$ cat config.mk
export PLATFORM = sky130hd
export DESIGN_NAME = alu_share_arb
export DESIGN_NICKNAME = d
export VERILOG_FILES = /design/src/rtl/alu_share_arb.sv
export SDC_FILE = /design/constraint.sdc
export NUM_CORES = 1
export LEC_CHECK = 0
export ABC_AREA = 1
export BUFFER_PORTS_ARGS = -buffer_cell sky130_fd_sc_hd__buf_2
export CAP_MARGIN = 30
export CELL_PAD_IN_SITES_DETAIL_PLACEMENT = 0
export CELL_PAD_IN_SITES_GLOBAL_PLACEMENT = 1
export CORE_UTILIZATION = 43
export DETAILED_ROUTE_END_ITERATION = 8
export PLACE_DENSITY = 0.89
export SLEW_MARGIN = 40
export SYNTH_ARGS = -nofsm -noshare
export SYNTH_HDL_FRONTEND = slang
export SYNTH_SLANG_ARGS = --single-unit
$ cat constraint.sdc
create_clock -name clk -period 12.8 [get_ports clk]
set_input_delay 1.92 -clock clk [delete_from_list [all_inputs] [get_ports clk]]
set_output_delay 1.92 -clock clk [all_outputs]
set_load 0.005 [all_outputs]
$ cat src/rtl/alu_share_arb.sv
// Round-robin arbiter that shares one combinational ALU between the EX issue port (r0)
// and the address/branch port (r1), with a single registered valid/ready result stage.

module alu_share_alu #(
    parameter int DSize = 32,
    parameter int OSize = 3
) (
    input  logic             enable,
    input  logic [OSize:0]   op,
    input  logic [DSize-1:0] src1,
    input  logic [DSize-1:0] src2,
    input  logic [DSize-1:0] src3,
    input  logic [1:0]       sv,
    output logic [DSize-1:0] alu_result,
    output logic             overflow,
    output logic             branch_true
);
    localparam int SH_W = $clog2(DSize);

    localparam logic [OSize:0] OP_ADD  = (OSize+1)'(0);
    localparam logic [OSize:0] OP_SUB  = (OSize+1)'(1);
    localparam logic [OSize:0] OP_AND  = (OSize+1)'(2);
    localparam logic [OSize:0] OP_OR   = (OSize+1)'(3);
    localparam logic [OSize:0] OP_XOR  = (OSize+1)'(4);
    localparam logic [OSize:0] OP_SRL  = (OSize+1)'(5);
    localparam logic [OSize:0] OP_SLL  = (OSize+1)'(6);
    localparam logic [OSize:0] OP_ROR  = (OSize+1)'(7);
    localparam logic [OSize:0] OP_AGS  = (OSize+1)'(9);
    localparam logic [OSize:0] OP_AGW  = (OSize+1)'(10);
    localparam logic [OSize:0] OP_BEQ  = (OSize+1)'(11);
    localparam logic [OSize:0] OP_BNE  = (OSize+1)'(12);
    localparam logic [OSize:0] OP_BZ   = (OSize+1)'(13);
    localparam logic [OSize:0] OP_BNZ  = (OSize+1)'(14);
    localparam logic [OSize:0] OP_JMP  = (OSize+1)'(15);

    logic [SH_W-1:0]    shamt;
    logic [DSize-1:0]   sum;
    logic [DSize-1:0]   diff;
    logic [2*DSize-1:0] rot_wide;

    assign shamt    = src2[SH_W-1:0];
    assign sum      = src1 + src2;
    assign diff     = src1 - src2;
    assign rot_wide = {src1, src1} >> shamt;

    always_comb begin
        alu_result  = '0;
        overflow    = 1'b0;
        branch_true = 1'b0;
        if (enable) begin
            case (op)
                OP_ADD: begin
                    alu_result = sum;
                    overflow   = (src1[DSize-1] == src2[DSize-1]) && (sum[DSize-1] != src1[DSize-1]);
                end
                OP_SUB: begin
                    alu_result = diff;
                    overflow   = (src1[DSize-1] != src2[DSize-1]) && (diff[DSize-1] != src1[DSize-1]);
                end
                OP_AND: alu_result = src1 & src2;
                OP_OR:  alu_result = src1 | src2;
                OP_XOR: alu_result = src1 ^ src2;
                OP_SRL: alu_result = src1 >> shamt;
                OP_SLL: alu_result = src1 << shamt;
                OP_ROR: alu_result = rot_wide[DSize-1:0];
                OP_AGS: alu_result = src1 + (src2 << sv);
                OP_AGW: alu_result = src1 + (src2 << 2);
                OP_BEQ: branch_true = (src1 == src3);
                OP_BNE: branch_true = (src1 != src3);
                OP_BZ:  branch_true = (src3 == '0);
                OP_BNZ: branch_true = (src3 != '0);
                OP_JMP: branch_true = 1'b1;
                default: alu_result = '0;
            endcase
        end
    end
endmodule

module alu_share_arb #(
    parameter int DSize = 32,
    parameter int OSize = 3,
    parameter int CNT_W = 16
) (
    input  logic             clk,
    input  logic             rst,
    input  logic             r0_valid,
    output logic             r0_ready,
    input  logic [OSize:0]   r0_op,
    input  logic [DSize-1:0] r0_src1,
    input  logic [DSize-1:0] r0_src2,
    input  logic [DSize-1:0] r0_src3,
    input  logic [1:0]       r0_sv,
    input  logic             r1_valid,
    output logic             r1_ready,
    input  logic [OSize:0]   r1_op,
    input  logic [DSize-1:0] r1_src1,
    input  logic [DSize-1:0] r1_src2,
    input  logic [DSize-1:0] r1_src3,
    input  logic [1:0]       r1_sv,
    output logic             res_valid,
    input  logic             res_ready,
    output logic             res_id,
    output logic [DSize-1:0] res_data,
    output logic             res_overflow,
    output logic             res_branch,
    output logic [CNT_W-1:0] gnt_cnt0,
    output logic [CNT_W-1:0] gnt_cnt1
);
    logic             last_gnt;
    logic             stage_free;
    logic             gnt_r0;
    logic             gnt_r1;
    logic             alu_en;
    logic [OSize:0]   alu_op;
    logic [DSize-1:0] alu_src1;
    logic [DSize-1:0] alu_src2;
    logic [DSize-1:0] alu_src3;
    logic [1:0]       alu_sv;
    logic [DSize-1:0] alu_result;
    logic             alu_overflow;
    logic             alu_branch;

    // On a tie the requester that did not win last time takes the ALU.
    assign stage_free = !res_valid || res_ready;
    assign gnt_r0     = stage_free && r0_valid && (!r1_valid || last_gnt);
    assign gnt_r1     = stage_free && r1_valid && (!r0_valid || !last_gnt);
    assign r0_ready   = gnt_r0;
    assign r1_ready   = gnt_r1;
    assign alu_en     = gnt_r0 || gnt_r1;

    assign alu_op   = gnt_r1 ? r1_op   : r0_op;
    assign alu_src1 = gnt_r1 ? r1_src1 : r0_src1;
    assign alu_src2 = gnt_r1 ? r1_src2 : r0_src2;
    assign alu_src3 = gnt_r1 ? r1_src3 : r0_src3;
    assign alu_sv   = gnt_r1 ? r1_sv   : r0_sv;

    alu_share_alu #(.DSize(DSize), .OSize(OSize)) u_alu (
        .enable      (alu_en),
        .op          (alu_op),
        .src1        (alu_src1),
        .src2        (alu_src2),
        .src3        (alu_src3),
        .sv          (alu_sv),
        .alu_result  (alu_result),
        .overflow    (alu_overflow),
        .branch_true (alu_branch)
    );

    always_ff @(posedge clk) begin
        if (rst) begin
            res_valid    <= 1'b0;
            res_id       <= 1'b0;
            res_data     <= '0;
            res_overflow <= 1'b0;
            res_branch   <= 1'b0;
            gnt_cnt0     <= '0;
            gnt_cnt1     <= '0;
            last_gnt     <= 1'b1;
        end else if (alu_en) begin
            res_valid    <= 1'b1;
            res_id       <= gnt_r1;
            res_data     <= alu_result;
            res_overflow <= alu_overflow;
            res_branch   <= alu_branch;
            last_gnt     <= gnt_r1;
            if (gnt_r0 && (gnt_cnt0 != '1)) gnt_cnt0 <= gnt_cnt0 + CNT_W'(1);
            if (gnt_r1 && (gnt_cnt1 != '1)) gnt_cnt1 <= gnt_cnt1 + CNT_W'(1);
        end else if (stage_free) begin
            res_valid <= 1'b0;
        end
    end
endmodule

# Word level (Yosys, flattened, before mapping)
# Index checks and enable logic that the tools add are counted.
# op_classes
add_sub_neg,6
eq_ne,22
n_shift,4
n_mux,10
bitwise_logic,3
reduce_logical,22
# ops
cell,n
$pmux 32 s10,1
$add 32x32->32,3
$mux 32,3
$shr 64x5->32,1
$add 16x1->16 const B,2
$and 32x32->32,1
$eq 32x32->1,1
$logic_not 32->1,1
$ne 16x16->1 const B,2
$ne 32x32->1,1
$or 32x32->32,1
$reduce_bool 32->1,1
$shl 32x2->32,1
$shl 32x5->32,1
$shr 32x5->32,1
$sub 32x32->32,1
$xor 32x32->32,1
$eq 4x4->1 const B,7
$eq 4x3->1 const B,4
$eq 4x2->1 const B,2
$logic_and 1x1->1,8
$pmux 1 s5,1
$eq 4x1->1 const B,1
$logic_not 1->1,4
other kinds (10),17
# word_totals
reg_bits,69
output_inout_bits,70

# Longest topological paths before layout
# depth
ltp_word,9
ltp_mapped,32
depth_no_buf,27

# Modules after synthesis
# A second synthesis with hierarchy kept.
# hier_totals
hier_cells,4039
hier_area_um2,20472.1
# by_module_without_submodules
mod,instances,cells_each,area_per_inst_um2
alu_share_alu,1,3259,16074.2
alu_share_arb,1,780,4398.0

# Worst setup path after synthesis
# OpenSTA, ideal clock, no wires.
# synth_path
path_kind,input-to-reg
from,input port r0_valid
to,register res_data[27]
setup_time_ps,132
arrival_ps,5255
t_required_ps,12668
slack_ps,7413
stages,28
path_cell_list,nand2_1 > nand3_2 > buf_6 > buf_4 > buf_4 > buf_2 > buf_2 > o21ai_0 > o21ai_0 > o21ai_0 > ha_1 > nand2_1 > inv_1 > nand2_1 > nand2_1 > a21oi_1 > inv_1 > nand3_1 > nand3_1 > nand2_1 > nand2_1 > or2_2 > nand2_1 > nand2_1 > inv_1 > nand3_1 > nand2_1 > a21oi_1
# synth_via
elab_chain_len,7
elab_cells_between_ends,32
# synth_lines
element,line_no,source
from (decl),86,"input logic r0_valid,"
$logic_not 1->1,126,assign gnt_r1 = stage_free && r1_valid && (!r0_valid || !last_gnt);
$logic_or 1x1->1,126,
$logic_and 1x1->1,126,
$mux 32 / $mux 2 (equally long branches),"133, 135",
$shl 32x2->32,66,OP_AGS: alu_result = src1 + (src2 << sv);
$add 32x32->32,66,
$pmux 32 s10,51,case (op)
to (signal assigned),162,res_data <= alu_result;
to (decl),103,"output logic [DSize-1:0] res_data,"
# Parallel ways exist; a longest one is shown, timed or not.
# A chain may end at the register's enable or synchronous reset.

# Worst setup path in the final report
# layout_path
from,input port r0_valid
to,register res_data[15]
# Same word-level chain as after synthesis.

==> impl_metrics.json <==
{
  "outcome": "finished clean",
  "hold_end": "res_data[0]$_SDFFE_PP0P_",
  "wl_per_cell_um": 23.6,
  "async_reset_ff_frac": 0,
  "yosysSeqAreaShare": 0.0749,
  "coreArea_um2": 42100,
  "timing.slew.headroom": 0.432,
  "drv.max_cap_violation_count": 0,
  "final_layout_size_suffix_gt1_frac": 0.119,
  "die_area_um2": 43700,
  "clk_root_buffer_cell": "sky130_fd_sc_hd__clkbuf_16",
  "reg2reg_depth": 23,
  "worst-setup-path-type": "in2reg",
  "critPathMostFrequentCell": "sky130_fd_sc_hd__nand2_1",
  "grt_remaining_overflow": 0,
  "antenna_found_initial": 2,
  "total_leakage_power_nw": 10.6,
  "grt_max_degree": 72,
  "cts.htree.levels": 3,
  "drt_pre_antenna_iters": 6,
  "vias": 25700,
  "drt-initial-drc-count": 3483,
  "yosysUniqueCellTypes": 55,
  "min_path_type": "reg2reg",
  "grt_pass1_vias": 22700,
  "first_pass_grt_wire_length_mm": 144,
  "start_util": 0.438,
  "area_added_between_synthesis_and_finish_pct": 11.5,
  "clock_insertion_delay_worst_skew_ns": 0.35,
  "end_kind": "flip-flop",
  "rsz0062_at_grt": "false",
  "post_synth.cell_area_avg_um2": 5.29,
  "power_density_nw_per_um2": 106,
  "numCtsBuffers": 9,
  "finalPower_mw": 2.17,
  "required_ns": 13.00,
  "period_minus_slack_ns": 7.62,
  "syn-instance-count": 3490,
  "layout.cells.most_common": "sky130_fd_sc_hd__nand2_1",
  "timing_max_transition_violations_final": 0,
  "max_stage_delay_ns": 0.52,
  "remaining_drc_errors": 0,
  "multi_input_comb_area_um2": 14800,
  "cts_tree": "built",
  "register_area_um2": 1380,
  "endpoint_of_the_worst_register_to_register_path": "res_data[15]$_SDFFE_PP0P_",
  "startpoint_type": "input port",
  "buffer_depth_of_the_longest_clock_path": 2,
  "detailed_place_hpwl_mm": 81.4,
  "place_congestion": 1.09,
  "die_width_um": 209,
  "die_h_um": 209,
  "route.detailed.vias_per_inst": 6.07,
  "least_margin_pin_slew_ns": 0.849,
  "cp_max_fo": 61,
  "crit_chain": "buf_2 -> nand2_1 -> nand3_4 -> buf_12 -> buf_4 -> buf_4 -> nand2_1 -> o21ai_2 -> buf_4 -> inv_2 -> nand2_1 -> o21ai_0 -> ha_1 -> a21oi_1 -> nand2_1 -> a21oi_1 -> inv_1 -> a21oi_1 -> xor2_1 -> o21ai_0 -> nor2_1 -> nand4_1 -> nand2_1 -> a21oi_1",
  "ys_ff_latch": 69,
  "boundaryPins": 279,
  "maximum_achievable_frequency_mhz": 131,
  "final.fill_count": 4846,
  "worst_r2r_startpoint": "last_gnt$_SDFFE_PP1P_",
  "post-cts-setup-buffer-count": 0,
  "timing.critical_path.arrival_ns": 7.82,
  "ctsResizeCount": 0,
  "yosysWarnings": 0,
  "top_library_cells_by_usage_in_the_layout_fill_and_taps_aside": "995 x sky130_fd_sc_hd__nand2_1, 467 x sky130_fd_sc_hd__nand3_1, 410 x sky130_fd_sc_hd__inv_1",
  "finalCritPeriodShare": 0.596,
  "numClockSinks": 69,
  "setup-tns-final_ns": 0,
  "cp_slowest_cell": "sky130_fd_sc_hd__buf_4",
  "hold_viol_final": 0,
  "fin_nets": 4052,
  "synth.net_count": 3859,
  "finalClockSkew_ns": 0.0168,
  "hold_start": "res_data[0]$_SDFFE_PP0P_",
  "grt_util_all_layers": 0.441,
  "ir_drop_uv": 58.6,
  "setup_viol_count_final": 0,
  "antenna_left": 0,
  "min_path_cells": 2,
  "post_cts_hold_buffer_count": 0,
  "worst-r2r-setup-slack_ns": 6.47,
  "num_rows": 75,
  "ys.flop_type": "sky130_fd_sc_hd__dfxtp_1",
  "finalWirelength_mm": 99.7,
  "syn_std_cell_area_um2": 18500,
  "synth_edf_count": 0,
  "clkTransAtPathRegs_ns": 0.06,
  "port-buffer-count": 278
}
==> through the flow <==
step / instance area, µm² / instances / worst slack, ns / utilization / hold WS, ns
after global placement: 20200 / 4210 / 4.74 / 0.479 / 0.449
after detailed placement: 20200 / 4210 / 4.89 / 0.480 / 0.455
after floorplan: 18500 / 3490 / 7.41 / - / 0.458
final: 20600 / 4227 / 5.18 / 0.488 / 0.459
after global routing: 20600 / 4226 / 4.82 / 0.488 / 0.478
after CTS: 20500 / 4225 / 5.24 / 0.488 / 0.463
==> kinds of logic after synthesis <==
family / Yosys count / synth area share
xor gates and xnor gates: 46 / 0.0218
DFF: 69 / 0.0749
AOI/OAI and AO/OA: 694 / 0.210
and+or+nand+nor: 1955 / 0.458
buffers and inverters: 563 / 0.124
muxes: 3 / 0.00163
adders and majority gates: 160 / 0.110
==> Yosys cell counts, types with 3 or more instances <==
cell / instances / area [µm²]
sky130_fd_sc_hd__a211oi_1: 9 / 67.6
sky130_fd_sc_hd__a21boi_0: 6 / 45.0
sky130_fd_sc_hd__a21o_1: 13 / 97.6
sky130_fd_sc_hd__a21oi_1: 279 / 1400
sky130_fd_sc_hd__a221oi_1: 5 / 43.8
sky130_fd_sc_hd__a31oi_1: 10 / 62.6
sky130_fd_sc_hd__buf_1: 3 / 11.3
sky130_fd_sc_hd__buf_2: 50 / 250
sky130_fd_sc_hd__buf_4: 11 / 82.6
sky130_fd_sc_hd__buf_6: 9 / 101
sky130_fd_sc_hd__clkbuf_1: 67 / 251
sky130_fd_sc_hd__dfxtp_1: 69 / 1380
sky130_fd_sc_hd__fa_1: 4 / 80.1
sky130_fd_sc_hd__ha_1: 156 / 1950
sky130_fd_sc_hd__inv_1: 410 / 1540
sky130_fd_sc_hd__inv_2: 12 / 45.0
sky130_fd_sc_hd__mux2i_1: 3 / 30.0
sky130_fd_sc_hd__nand2_1: 995 / 3730
sky130_fd_sc_hd__nand2_2: 17 / 106
sky130_fd_sc_hd__nand3_1: 467 / 2340
sky130_fd_sc_hd__nand3_2: 4 / 40.0
sky130_fd_sc_hd__nand3b_1: 8 / 60.1
sky130_fd_sc_hd__nand4_1: 68 / 425
sky130_fd_sc_hd__nor2_1: 286 / 1070
sky130_fd_sc_hd__nor2_2: 7 / 43.8
sky130_fd_sc_hd__nor2_4: 4 / 45.0
sky130_fd_sc_hd__nor3_1: 49 / 245
sky130_fd_sc_hd__nor4_1: 19 / 119
sky130_fd_sc_hd__o211ai_1: 13 / 97.6
sky130_fd_sc_hd__o21a_1: 23 / 173
sky130_fd_sc_hd__o21ai_0: 241 / 1210
sky130_fd_sc_hd__o21ai_1: 27 / 135
sky130_fd_sc_hd__o21ai_2: 23 / 201
sky130_fd_sc_hd__o21bai_1: 10 / 75.1
sky130_fd_sc_hd__o221ai_1: 9 / 78.8
sky130_fd_sc_hd__o22ai_1: 15 / 93.8
sky130_fd_sc_hd__or2_2: 21 / 131
sky130_fd_sc_hd__xnor2_1: 30 / 263
sky130_fd_sc_hd__xor2_1: 16 / 140
==> critical path: cells and delay by family <==
family	cells	cell delay, ns
compound gates	7	1.14
simple gates	8	1.86
buf+inv	7	2.03
xor+xnor	1	0.43
fa+ha+maj	1	0.39
==> how the worst max path moves through the flow <==
stage / startpoint / endpoint / cells after the start
2_1_floorplan: r0_valid / res_data[27]$_SDFFE_PP0P_ / 28
3_3_place_gp: r0_valid / res_data[20]$_SDFFE_PP0P_ / 25
3_5_place_dp: r0_valid / res_data[20]$_SDFFE_PP0P_ / 26
4_1_cts: r0_valid / res_data[20]$_SDFFE_PP0P_ / 26
5_1_grt: r0_valid / res_data[31]$_SDFFE_PP0P_ / 28
6_report: r0_valid / res_data[15]$_SDFFE_PP0P_ / 24
==> per-layer routing <==
| metal | global-route usage | part of all wire | vias up |
|---|---|---|---|
| met2 | 0.640 | 0.40 | 1757 |
| met1 | 0.595 | 0.41 | 11600 |
| met4 | 0.211 | 0.057 | 2 |
| met5 | 0 | 0.00017 | - |
| met3 | 0.122 | 0.14 | 283 |
| li1 | - | - | 12000 |
==> registers in the layout, summed over array words and instances, names as in the netlist <==
register / flops
res_data: 32
gnt_cnt0: 16
gnt_cnt1: 16
last_gnt: 1
res_branch: 1
res_id: 1
res_overflow: 1
res_valid: 1
==> where the power goes <==
part | internal (mW) | switching, mW | total (mW)
clock | 0.190 | 0.106 | 0.296
sequential | 0.232 | 0.0144 | 0.246
combinational | 0.468 | 1.16 | 1.63
==> area by class of cell <==
type | count | share of cell area
antenna | 1 | 0.000122
timing repair buffer | 322 | 0.0844
multi-input combinational | 2858 | 0.722
clock buffer | 9 | 0.0109
clock inverter | 6 | 0.00547
inverter | 423 | 0.0772
tap | 539 | 0.0328
sequential | 69 | 0.0672
Power figures use the tool's default switching activity.
